--- src/rtl/ldpc_iter_ctrl.sv ---
// ldpc_iter_ctrl: LDPC decoder iteration sequencer.
// Load -> (VNU -> CHECK -> CNU)* -> DONE, with early stop and abort.
module ldpc_iter_ctrl #(
  parameter int MAX_ITER   = 10,
  parameter int ITER_W     = 4,
  parameter int LOAD_BEATS = 8,
  parameter int VNU_LAT    = 1,
  parameter int CNU_LAT    = 2,
  parameter int CNT_W      = 8
) (
  input  logic              clk,
  input  logic              rst,
  input  logic              start,
  input  logic              abort,
  input  logic              llr_valid,
  output logic              llr_ready,
  input  logic              syn_ok,
  input  logic              out_ack,
  output logic              msg_clr,
  output logic              vnu_en,
  output logic              cnu_en,
  output logic              busy,
  output logic              done,
  output logic              success,
  output logic [ITER_W-1:0] iter_cnt
);

  localparam logic [2:0] S_IDLE  = 3'd0;
  localparam logic [2:0] S_LOAD  = 3'd1;
  localparam logic [2:0] S_VNU   = 3'd2;
  localparam logic [2:0] S_CHECK = 3'd3;
  localparam logic [2:0] S_CNU   = 3'd4;
  localparam logic [2:0] S_DONE  = 3'd5;

  localparam logic [CNT_W-1:0] LOAD_LAST =
    CNT_W'(LOAD_BEATS - 1);
  localparam logic [CNT_W-1:0] VNU_LAST =
    CNT_W'(VNU_LAT - 1);
  localparam logic [CNT_W-1:0] CNU_LAST =
    CNT_W'(CNU_LAT - 1);
  localparam logic [ITER_W-1:0] ITER_MAX =
    ITER_W'(MAX_ITER);

  logic [2:0]        state, state_d;
  logic [CNT_W-1:0]  cnt, cnt_d;
  logic [ITER_W-1:0] iter_d;
  logic              succ_d;
  logic              clr_q, clr_d;
  logic              active;

  // abort only matters while a codeword is in flight
  assign active = (state == S_LOAD)  ||
                  (state == S_VNU)   ||
                  (state == S_CHECK) ||
                  (state == S_CNU);

  // next-state, counter and result computation
  always_comb begin
    state_d = state;
    cnt_d   = cnt;
    iter_d  = iter_cnt;
    succ_d  = success;
    clr_d   = 1'b0;
    if (abort && active) begin
      state_d = S_IDLE;
      cnt_d   = '0;
      succ_d  = 1'b0;
    end else begin
      case (state)
        S_IDLE: begin
          if (start) begin
            state_d = S_LOAD;
            cnt_d   = '0;
            iter_d  = '0;
            succ_d  = 1'b0;
            clr_d   = 1'b1;
          end
        end
        S_LOAD: begin
          if (llr_valid) begin
            if (cnt == LOAD_LAST) begin
              state_d = S_VNU;
              cnt_d   = '0;
            end else begin
              cnt_d = cnt + 1'b1;
            end
          end
        end
        S_VNU: begin
          if (cnt == VNU_LAST) begin
            state_d = S_CHECK;
            cnt_d   = '0;
          end else begin
            cnt_d = cnt + 1'b1;
          end
        end
        S_CHECK: begin
          if (syn_ok) begin
            state_d = S_DONE;
            succ_d  = 1'b1;
          end else if (iter_cnt == ITER_MAX) begin
            state_d = S_DONE;
            succ_d  = 1'b0;
          end else begin
            state_d = S_CNU;
            cnt_d   = '0;
          end
        end
        S_CNU: begin
          if (cnt == CNU_LAST) begin
            state_d = S_VNU;
            cnt_d   = '0;
            iter_d  = iter_cnt + 1'b1;
          end else begin
            cnt_d = cnt + 1'b1;
          end
        end
        S_DONE: begin
          if (out_ack) begin
            state_d = S_IDLE;
          end
        end
        default: begin
          state_d = S_IDLE;
          cnt_d   = '0;
        end
      endcase
    end
  end

  // state, counters and result registers
  always_ff @(posedge clk or negedge rst) begin
    if (!rst) begin
      state    <= S_IDLE;
      cnt      <= '0;
      iter_cnt <= '0;
      success  <= 1'b0;
      clr_q    <= 1'b0;
    end else begin
      state    <= state_d;
      cnt      <= cnt_d;
      iter_cnt <= iter_d;
      success  <= succ_d;
      clr_q    <= clr_d;
    end
  end

  // strobes and status decode from registered state
  assign llr_ready = (state == S_LOAD);
  assign vnu_en    = (state == S_VNU);
  assign cnu_en    = (state == S_CNU);
  assign done      = (state == S_DONE);
  assign busy      = (state != S_IDLE);
  assign msg_clr   = clr_q;

endmodule

--- config.mk ---
export PLATFORM = sky130hd
export DESIGN_NAME = ldpc_iter_ctrl
export DESIGN_NICKNAME = d
export VERILOG_FILES = /design/src/rtl/ldpc_iter_ctrl.sv
export SDC_FILE = /design/constraint.sdc
export NUM_CORES = 1
export LEC_CHECK = 0
export BUFFER_PORTS_ARGS = -buffer_cell sky130_fd_sc_hd__buf_2
export CORE_MARGIN = 1
export CORE_UTILIZATION = 56
export DETAILED_ROUTE_END_ITERATION = 12
export PLACE_DENSITY_LB_ADDON = 0.12
export SLEW_MARGIN = 30
export SYNTH_ARGS = -nofsm -noshare
export SYNTH_HDL_FRONTEND = slang
export SYNTH_SLANG_ARGS = --single-unit
export TNS_END_PERCENT = 5
--- constraint.sdc ---
create_clock -name clk -period 2.7 [get_ports clk]
set_input_delay 0.135 -clock clk [delete_from_list [all_inputs] [get_ports clk]]
set_output_delay 0.135 -clock clk [all_outputs]
set_load 0.02 [all_outputs]
Yosys cells after proc, flatten, opt, wreduce, memory -nomap -nowiden. Cells that the tools add are included.

$add $sub $neg: 2. Multipliers: 0. Divide/modulo/power cells: 0. $lt $le $gt $ge: 0. Equal/unequal tests: 20. Shift-type cells: 0. Muxes and demuxes: 30. Bitwise logic cells: 1. Reduce and logical (&&, ||, !) cells: 13.

Operators by type and width (count): two-way mux 8 bit (8); one-hot mux 8 bit (6 select lines) (1); two-way mux 3 bit (7); one-hot mux 3 bit (6 select lines) (1); two-way mux 1 bit (9); inequality test 3 x 1 -> 1 bit (second input constant) (3); inequality test 3 x 2 -> 1 bit (second input constant) (3); adder 8 x 1 -> 8 bit (second input constant) (1); equality test 8 x 1 -> 1 bit (second input constant) (1); equality test 8 x 3 -> 1 bit (second input constant) (1); zero test 8 bit (1); two-way mux 4 bit (2); one-hot mux 4 bit (2 select lines) (1); equality test 3 x 2 -> 1 bit (second input constant) (2); equality test 3 bit (second input constant) (2); inequality test 3 bit (second input constant) (2); AND reduction 6 bit (1); nonzero test 3 bit (2); AND reduction 5 bit (1); adder 4 x 1 -> 4 bit (second input constant) (1); equality test 4 bit (second input constant) (1); inequality test 2 x 1 -> 1 bit (second input constant) (2); inequality test 4 x 2 -> 1 bit (second input constant) (1); AND reduction 4 bit (1); other kinds (9) (11).

Bits in registers: 17. Bits in latches: 0. Bits in writable memories: 0. ROM bits: 0. Input port bits: 7. Memories: 0.

Depth between registers and ports, before layout. Gate-level depths: netlist of the first run.

Depth after elaboration: 7. Gate-level depth with buffers: 8. Depth with buffers taken out: 7.

Least setup slack after synthesis of the first run. Ideal clock, no wire load.

Path kind: register -> register. Start: register iter_cnt[0]. End: register cnt[5]. Setup time: 0.126 ns. Arrival time: 1.955 ns. Required time: 2.574 ns. Path slack: 0.619 ns. Stages on the path, launching flop included: 8. Path buffers: 1. Clock period less this slack: 2.081 ns. Cell sequence: dfrtp_1 -> inv_1 -> ha_1 -> and3b_1 -> or2_1 -> a221o_1 -> buf_2 -> a221o_1.

Cells in the longest elaborated chain, start to end: 3.

RTL lines: from (decl) (line 25) `output logic [ITER_W-1:0] iter_cnt`; from (signal assigned) (line 142) `iter_cnt <= iter_d;`; equality test 4 bit (line 101) `end else if (iter_cnt == ITER_MAX) begin`; inequality test 3 bit (no line); AND reduction 5 bit (no line); to (signal assigned) (line 141) `cnt <= cnt_d;`; to (decl) (line 45) `logic [CNT_W-1:0] cnt, cnt_d;`.

Every way passes these cells. A chain may end at the register's enable or synchronous reset.

Final worst setup path of the first run.
Start: register state[2]. End: register state[0].

Cells in the longest elaborated chain, start to end: 7. Elaborated cells between the ends (all ways): 19.

RTL lines: from (decl) (line 44) `logic [2:0] state, state_d;`; from (signal assigned) (line 140) `state <= state_d;`; equality test 3 x 1 -> 1 bit / equality test 3 x 2 -> 1 bit (equally long branches) (line 52, 69, 53); logical OR 1 bit (line 52) `assign active = (state == S_LOAD) ||`; logical OR 1 bit (line 53) `(state == S_VNU) ||`; logical OR 1 bit (line 54) `(state == S_CHECK) ||`; logical AND 1 bit (line 64) `if (abort && active) begin`; inequality test 3 x 1 -> 1 bit (no line), or another cell as far along; AND reduction 6 bit (no line).

Several ways; a longest one is shown, not always the timed one.

==> results of run 1 <==
## worst max-delay path: cells and delay by family, from the launching register on
kind | cells | cell delay (ns)
muxes | 1 | 0.33
DFF | 1 | 0.67
and+or+nand+nor | 2 | 0.62
AOI/OAI and AO/OA | 2 | 0.50
## stage by stage
stage	cell area [sq um]	hold slack [ns]
floorplan	1230	-0.161
global placement	1310	0.0704
detailed placement	1310	0.0780
CTS	1350	0.0438
global route	1350	0.0562
finish	1350	0.0625
## area by class of cell
cell class              instances  area (sq um)  share of cell area [%]
inverters                       8          30.0                    2.23
repair buffers                 18          95.1                    7.06
clock buffers                   3          22.5                    1.67
multi-input cells             101           736                    54.6
clock inverters                 1          5.00                   0.371
well taps                      27          33.8                    2.51
flip-flops and latches         17           425                    31.6
## what timing repair did
| item | CTS | global route |
|---|---|---|
| endpoints found under the setup margin | 0 | 0 |
| buffers inserted | 0 | 0 |
| hold buffers | 1 | 0 |
| endpoints found under the hold margin | 17 | 0 |
## cells in the mapped netlist, types with 3 or more instances
cell type  instances
o21ai_0            5
a211oi_1           4
dfrtp_1           17
xnor2_1            3
nor2b_1            4
inv_1              8
nor3_1             3
nor2_1            11
and3_1             3
nor3_2             3
buf_2              5
ha_1               5
a21o_1             3
a21oi_1            3
nand3_1            5
nand2_1            8
a221o_1            3
mux2_2             3
## state kept, by name, summed over array words and instances (netlist names)
register and cells:
msg_clr 1, cnt 8, success 1, iter_cnt 4, state 3
## how the worst max path moves through the flow
stage	startpoint	end	slack [ns]	cells after the start
global route	state[0]	cnt[5]	0.32	5
detailed placement	state[2]	state[0]	0.53	5
finish	state[2]	state[0]	0.48	5
floorplan	iter_cnt[0]	cnt[5]	0.62	7
CTS	state[2]	state[0]	0.51	5
global placement	state[2]	state[0]	0.55	5
## routing by layer
layer	vias up	track usage, %
met4	0	7.84
met2	20	37.7
met5	-	0
met1	533	32.1
met3	4	2.18
li1	513	-
## cells by family (layout without fill, tap and decap cells)
logic type | Yosys count | after routing | synth area share, %
and+or+nand+nor | 55 | 55 | 27.4
AOI/OAI and AO/OA | 34 | 34 | 21.6
DFF | 17 | 17 | 34.7
buffers and inverters | 16 | 30 | 5.40
adders and majority gates | 5 | 5 | 5.10
muxes | 4 | 4 | 3.67
xor gates and xnor gates | 3 | 3 | 2.14
## where the power goes
group          switching, uW  internal (uW)  total [uW]
combinational            380            263         642
sequential               110            298         408
clock                   88.6           55.2         144
total                    579            616        1190
==> flow_metrics.tcl, run 1 <==
set metrics [dict create \
    status "finished clean" \
    netlist_instances 134 \
    r2r_start "state[2]" \
    hp-class "input pin to flop" \
    ys_seq_area_share_pct 34.7 \
    setup_viol 0 \
    rsz0062_at_grt "no" \
    synth.distinct_cells 48 \
    ys_ff_latch 17 \
    drive_above_1_share_pct 25.7 \
    synth_top_area_share_pct 34.7 \
    synthesis.area_sq_um 1230 \
    slew_violations 0 \
    min_from "syn_ok" \
    p_leak_uw 0.000644 \
    clock_skew_ns 0.00702 \
    antennaDiodeCount 0 \
    cts_max_path_buffers 2 \
    setup_ws_ns 0.483 \
    highest-signal-layer "met4" \
    viasPerCell 6.11 \
    r2r-end "state[0]" \
    clock_latency_ns 0.30 \
    finalHoldViolCount 0 \
    wl_met3_microns 60 \
    drt_pass1_iterations 4 \
    hold_depth 3 \
    rows 16 \
    synth_ff_type "dfrtp_1" \
    worstRegToRegCells 5 \
    maxCapViolCount 0 \
    final-instance-count-excl-fill 175 \
    coreArea_sq_um 2000 \
    grt-ovfl-total 0 \
    pwr_density_cell_nw_per_um2 887 \
    port_buffers 17 \
    nNetsFinal 161 \
    place_hpwl_microns 1890 \
    cts_sinks 17 \
    totalPowerFinal_uw 1190 \
    post-place-ws_ns 0.528 \
    area_delta_synth_final_pct 9.79 \
    cp.arrival_ns 2.41 \
    utilization_pct 67.3 \
    routed_wl_microns 2620 \
    clk_pin_slew_ns 0.11 \
    cts_buffers 3 \
    slowest_delay_ns 0.67 \
    first_global_vias 966 \
    dieArea_sq_um 2380 \
    fin_crit_ns 2.22 \
    place_inst 170 \
    met1_length_microns 1220 \
    worstPathCellList "or3b_1 > a41oi_2 > nor3_2 > o21ai_2 > mux2_1" \
    drc 0 \
    grt_max_degree 20 \
    start_util_pct 61.3 \
    grt_usage_pct 23.1 \
    htreeDepth 1 \
    critPathSlowestCell "dfrtp_1" \
    vias 1070 \
    ant_nets 0 \
    hold_path_end "success" \
    layout_common_cells "dfrtp_1, buf_2, nor2_1, inv_1, nand2_1" \
    worstSetupStartpointType "flop" \
    fillCellCount 156 \
    synthTopCellsByArea "dfrtp_1, ha_1, nor2_1" \
    wl_per_cell_microns 15.0 \
    ctsResizeCount 0 \
    vdd_ir_drop_max_uv 564 \
    crit_path_max_fanout 17 \
    gp_congestion 0.828 \
    die_w_microns 48.8 \
    max-slew-margin-rel_pct 63.9 \
    wl_met2_microns 1310 \
    fmax_mhz 451 \
    io_pins 18 \
    synth_top_area_cell "dfrtp_1" \
    async_reset_ff_share_pct 100 \
    tns_ns 0 \
    r2r_setup_slack_ns 0.48 \
    grt_antenna_before_repair 0 \
    finalCritPeriodShare_pct 82.1 \
    tightest_slew_ns 0.542 \
    setup.worst_path.class "flop to flop" \
    drtIter0Drc 28 \
    die_y_microns 48.8 \
    worst_setup_path_end_kind "flop" \
    cp.required_ns 2.90 \
    avgSynthCellArea_sq_um 9.16 \
    grt_first_pass_wirelength_microns 4350 \
    clockRootBuffer "clkbuf_4" \
    yosys_warnings 0 \
    synth_edf_count 0 \
    synth_nets 146 \
    cts_tree "yes" \
]
Note: power is estimated with default switching activity, not from simulation.
==> inputs of run 2 (changes only) <==
- ABC_AREA: default -> 1
- CORE_UTILIZATION: 56 -> 51
- clock period: 2.7 -> 1.9 ns (I/O delays scaled with it)
==> flow_metrics.tcl, run 2 <==
set metrics [dict create \
    status "finished clean" \
    largest_register_ffs 8 \
    seq_power_share_pct 31.3 \
    drtIter0Drc 32 \
    ctsResizeCount 0 \
    maxCapViolCount 0 \
    port_buffers 17 \
    synth_top_family_by_area "simple AND/OR/NAND/NOR gates" \
    post_cts_buffers 0 \
    max-slew-margin-rel_pct 68.5 \
    clockRootBuffer "clkbuf_4" \
    clk_pin_slew_ns 0.11 \
    drc 0 \
    setup.worst_path.class "flop to output pin" \
    regMostFlops "cnt" \
    drive_above_1_share_pct 16.8 \
    async_reset_ff_share_pct 100 \
    p_leak_uw 0.000805 \
    dieArea_sq_um 2780 \
    rsz0062_at_grt "no" \
    die_y_microns 52.8 \
    synth-xor-area-share_pct 2.00 \
    synthTopCellsByArea "dfrtp_1, nand2_1, nand3_1" \
    io_pins 18 \
    grt_max_degree 18 \
    nNetsFinal 233 \
    reg.largest.list "cnt (8), iter_cnt (4), state (3)" \
    netlist_instances 200 \
    synth_ff_type "dfrtp_1" \
    synth_top_area_share_pct 32.4 \
    vdd_ir_drop_max_uv 898 \
    area_delta_synth_final_pct 12.0 \
    cp.required_ns 1.80 \
    fin_crit_ns 1.68 \
    grt_antenna_before_repair 0 \
    yosys.area_share.simple_pct 46.3 \
    finalHoldViolCount 0 \
    critPathSlowestCell "dfrtp_1" \
    rows 18 \
    synth_mux_area_share_pct 0 \
    fmax_mhz 596 \
    worstSetupStartpointType "flop" \
    crit_family "flip-flops" \
    setup_viol 0 \
    htreeDepth 1 \
    crit_path_max_fanout 12 \
    ys_ff_latch 17 \
    ant_nets 0 \
    grt_first_pass_wirelength_microns 5180 \
    grt_usage_pct 26.2 \
    synth_nets 212 \
    slowest_delay_ns 0.50 \
    worst_setup_path_end_kind "output pin" \
    viasPerCell 5.36 \
    synth_top_area_cell "dfrtp_1" \
    first_global_vias 1158 \
    cts_sinks 17 \
    wl_per_cell_microns 12.5 \
    yosys_warnings 0 \
    avgSynthCellArea_sq_um 6.57 \
    yosysMostFrequentCell "nand2_1" \
    final_common_cell "nand2_1" \
    combPwrFrac_pct 55.3 \
    start_util_pct 53.5 \
    pwr_density_cell_nw_per_um2 1100 \
    holdWs_ns 0.0445 \
    layout_common_cells "nand2_1, nand3_1, inv_1, dfrtp_1, buf_2" \
    hp-class "input pin to flop" \
    antennaDiodeCount 0 \
    cts_max_path_buffers 2 \
    synth_compound_area_share_pct 6.48 \
    synth.distinct_cells 22 \
    path_buf_inv 3 \
    swShare_pct 51.6 \
    tns_ns 0 \
    synth_edf_count 0 \
    place_hpwl_microns 2330 \
    cts_tree "yes" \
    cp.arrival_ns 1.58 \
    clkPwrFrac_pct 13.4 \
    synthesis.area_sq_um 1310 \
    drt_pass1_iterations 4 \
    ys_seq_area_share_pct 32.4 \
    power.net_switching_uw 834 \
    setup_ws_ns 0.223 \
    gp_congestion 0.862 \
    post-place-ws_ns 0.268 \
    clock_skew_ns 0.00244 \
    clock_latency_ns 0.31 \
    yosys-top-cells-count "nand2_1, nand3_1, dfrtp_1, inv_1, o21ai_0" \
    cts_buffers 3 \
    die_w_microns 52.8 \
    synth_fa_ha_area_share_pct 4.76 \
    vias 1341 \
    finalCritPeriodShare_pct 88.3 \
    tightest_slew_ns 0.469 \
    coreArea_sq_um 2450 \
    slew_violations 0 \
    worstPathCellList "nor2_4 > nand2_1 > inv_1 > buf_4 > buf_2" \
    routed_wl_microns 3130 \
    p_int_uw 783 \
    grt-ovfl-total 0 \
]
-- run 2: repair_timing --
action / in CTS / in global routing
endpoints found under the setup margin: 0 / 0
endpoints found under the hold margin: 17 / 0
hold buffers: 1 / 0
-- run 2: path summary, 6_finish.rpt --
kind	endpoint	start	slack [ns]	depth (start not counted)
setup / recovery	cnu_en	state[0]	0.22	5
hold / removal	success	syn_ok	0.04	3
setup reg to reg	cnt[1]	iter_cnt[0]	0.24	10
hold reg to reg	success	success	0.50	2
max in group asynchronous	state[1]	rst	1.38	2
min in group asynchronous	cnt[7]	rst	0.24	2
-- run 2: cell families after synthesis --
logic type | after synthesis
xor gates and xnor gates | 3
DFF | 17
adders and majority gates | 5
buffers and inverters | 26
AOI/OAI and AO/OA | 17
and+or+nand+nor | 132
-- run 2: final cells by class --
cell class / instances / area, sq um
clock inverters: 1 / 7.51
inverters: 21 / 78.8
fillers: 236 / 983
repair buffers: 21 / 118
flip-flops and latches: 17 / 425
multi-input cells: 157 / 782
clock buffers: 3 / 22.5
well taps: 30 / 37.5
-- run 2: per-stage QoR --
step	total power (uW)	instances	util (%)	cell area, sq um
after detailed placement	1400	245	58.3	1430
after global placement	1380	245	58.3	1430
final	1620	250	59.9	1470
after floorplan	1170	200	-	1310
after global routing	1760	250	59.9	1470
after CTS	1620	250	59.9	1470
-- run 2: worst min-delay path: stages --
cell,delay [ns]
buf_2,0.09
inv_1,0.05
o21ai_0,0.08
-- run 2: power by group through the flow --
| stage | clock network (uW) | registers [uW] | logic (uW) |
|---|---|---|---|
| global placement | 0 | 509 | 870 |
| floorplan | 0 | 497 | 673 |
| finish | 217 | 505 | 895 |
| CTS | 222 | 504 | 897 |
| global route | 236 | 516 | 1010 |
| detailed placement | 0 | 511 | 894 |
-- run 2: layer usage --
layer,share of wire (%),global-route usage [%]
met4,1.8,11.8
met3,3.5,4.06
met2,50,42.8
met5,0,0
met1,45,33.7
==> inputs of run 3 (changes only) <==
- MAX_ROUTING_LAYER: default -> met4
- SLEW_MARGIN: 30 -> 10
==> flow_metrics.tcl, run 3 (synthesis results as in run 2) <==
set metrics [dict create \
    fin_crit_ns 1.68 \
    cp.required_ns 1.80 \
    hp-class "input pin to flop" \
    die_w_microns 52.8 \
    finalHoldViolCount 0 \
    setup_viol 0 \
    start_util_pct 53.5 \
    r2r-end "cnt[1]" \
    io_pins 18 \
    vdd_ir_drop_max_uv 902 \
    rsz0062_at_grt "no" \
    seq_power_share_pct 31.2 \
    utilization_pct 59.9 \
    drtIter0Drc 38 \
    maxCapViolCount 0 \
    place_hpwl_microns 2330 \
    htreeDepth 1 \
    multi_input_area_sq_um 782 \
    p_leak_uw 0.000805 \
    final-instance-count-excl-fill 250 \
    worstSetupStartpointType "flop" \
    area_delta_synth_final_pct 12.0 \
    drt_pass1_iterations 4 \
    grt_max_degree 18 \
    coreArea_sq_um 2450 \
    r2r_setup_slack_ns 0.24 \
    cp.arrival_ns 1.59 \
    seq_area_sq_um 425 \
    r2r_start "iter_cnt[0]" \
    pwr_density_cell_nw_per_um2 1100 \
    hold_path_end "success" \
    grt_antenna_before_repair 0 \
    antennaDiodeCount 0 \
    max-slew-margin-rel_pct 68.5 \
    swShare_pct 51.7 \
    clock_skew_ns 0.00284 \
    routed_wl_microns 3150 \
    first_global_vias 1160 \
    worst_setup_path_end_kind "output pin" \
    holdWs_ns 0.0435 \
    cts_sinks 17 \
    power.net_switching_uw 837 \
    min_from "syn_ok" \
    crit_path_max_fanout 12 \
    tightest_slew_ns 0.469 \
    cts_tree "yes" \
    reg.largest.list "cnt (8), iter_cnt (4), state (3)" \
    largest_register_ffs 8 \
    final_common_cell "nand2_1" \
    grt_first_pass_wirelength_microns 5190 \
    fmax_mhz 595 \
    port_buffers 17 \
    layout_common_cells "nand2_1, nand3_1, inv_1, dfrtp_1, buf_2" \
    setup.worst_path.class "flop to output pin" \
    ctsResizeCount 0 \
    finalCritPeriodShare_pct 88.5 \
    vias 1357 \
    drc 0 \
    p_int_uw 783 \
    worstRegToRegCells 10 \
    wl_per_cell_microns 12.6 \
    ant_nets 0 \
    cts_max_path_buffers 2 \
    totalPowerFinal_uw 1620 \
    slew_violations 0 \
    place_inst 245 \
    regMostFlops "cnt" \
    rows 18 \
    tns_ns 0 \
    drive_above_1_share_pct 16.8 \
    combPwrFrac_pct 55.4 \
    status "finished clean" \
    die_y_microns 52.8 \
    gp_congestion 0.876 \
    grt-ovfl-total 0 \
    hold_depth 3 \
    fillCellCount 236 \
    dieArea_sq_um 2780 \
    nNetsFinal 233 \
    viasPerCell 5.43 \
    cts_buffers 3 \
    clk_pin_slew_ns 0.11 \
    clkPwrFrac_pct 13.4 \
    grt_usage_pct 26.9 \
    clock_latency_ns 0.31 \
    clockRootBuffer "clkbuf_4" \
]
[run 3: per-layer routing]
layer	vias up	GRT usage [%]	routed length (microns)
li1	683	-	-
met4	0	11.8	51
met2	37	42.4	1530
met5	-	-	0
met1	633	34.1	1440
met3	4	4.06	134
[run 3: worst max path at each step]
| stage | start | to | slack, ns | cells after the start |
|---|---|---|---|---|
| floorplan | iter_cnt[0] | cnt[3] | 0.34 | 10 |
| global placement | iter_cnt[0] | cnt[2] | 0.27 | 10 |
| detailed placement | iter_cnt[0] | cnt[0] | 0.27 | 10 |
| CTS | state[0] | cnu_en | 0.22 | 5 |
| global route | iter_cnt[0] | cnt[2] | 0.04 | 10 |
| finish | state[0] | cnu_en | 0.22 | 5 |
[run 3: power groups by stage]
stage	logic (uW)	registers, uW	clock network (uW)
6_report	897	506	217
5_1_grt	1010	516	236
4_1_cts	897	504	222
3_5_place_dp	894	511	0
3_3_place_gp	870	509	0
2_1_floorplan	673	497	0
[run 3: worst max-delay path: stages, from the launching register on]
cell and delay (ns):
dfrtp_1 0.50, nor2_4 0.19, nand2_1 0.12, inv_1 0.09, buf_4 0.19, buf_2 0.19
[run 3: area by class of cell]
class                   count  area share (%)
well taps                  30            2.55
repair buffers             21            7.99
inverters                  21            5.36
clock inverters             1           0.510
clock buffers               3            1.53
multi-input cells         157            53.1
flip-flops and latches     17            28.9
[run 3: metrics by stage]
stage / setup WS [ns] / instance area (sq um)
final: 0.219 / 1470
after global routing: 0.0438 / 1470
after CTS: 0.220 / 1470
after global placement: 0.267 / 1430
after detailed placement: 0.268 / 1430
after floorplan: 0.341 / 1310
[run 3: timing repair]
action | CTS | global route
endpoints found under the hold margin | 17 | 0
hold buffers | 1 | 0
setup buffers | 0 | 0
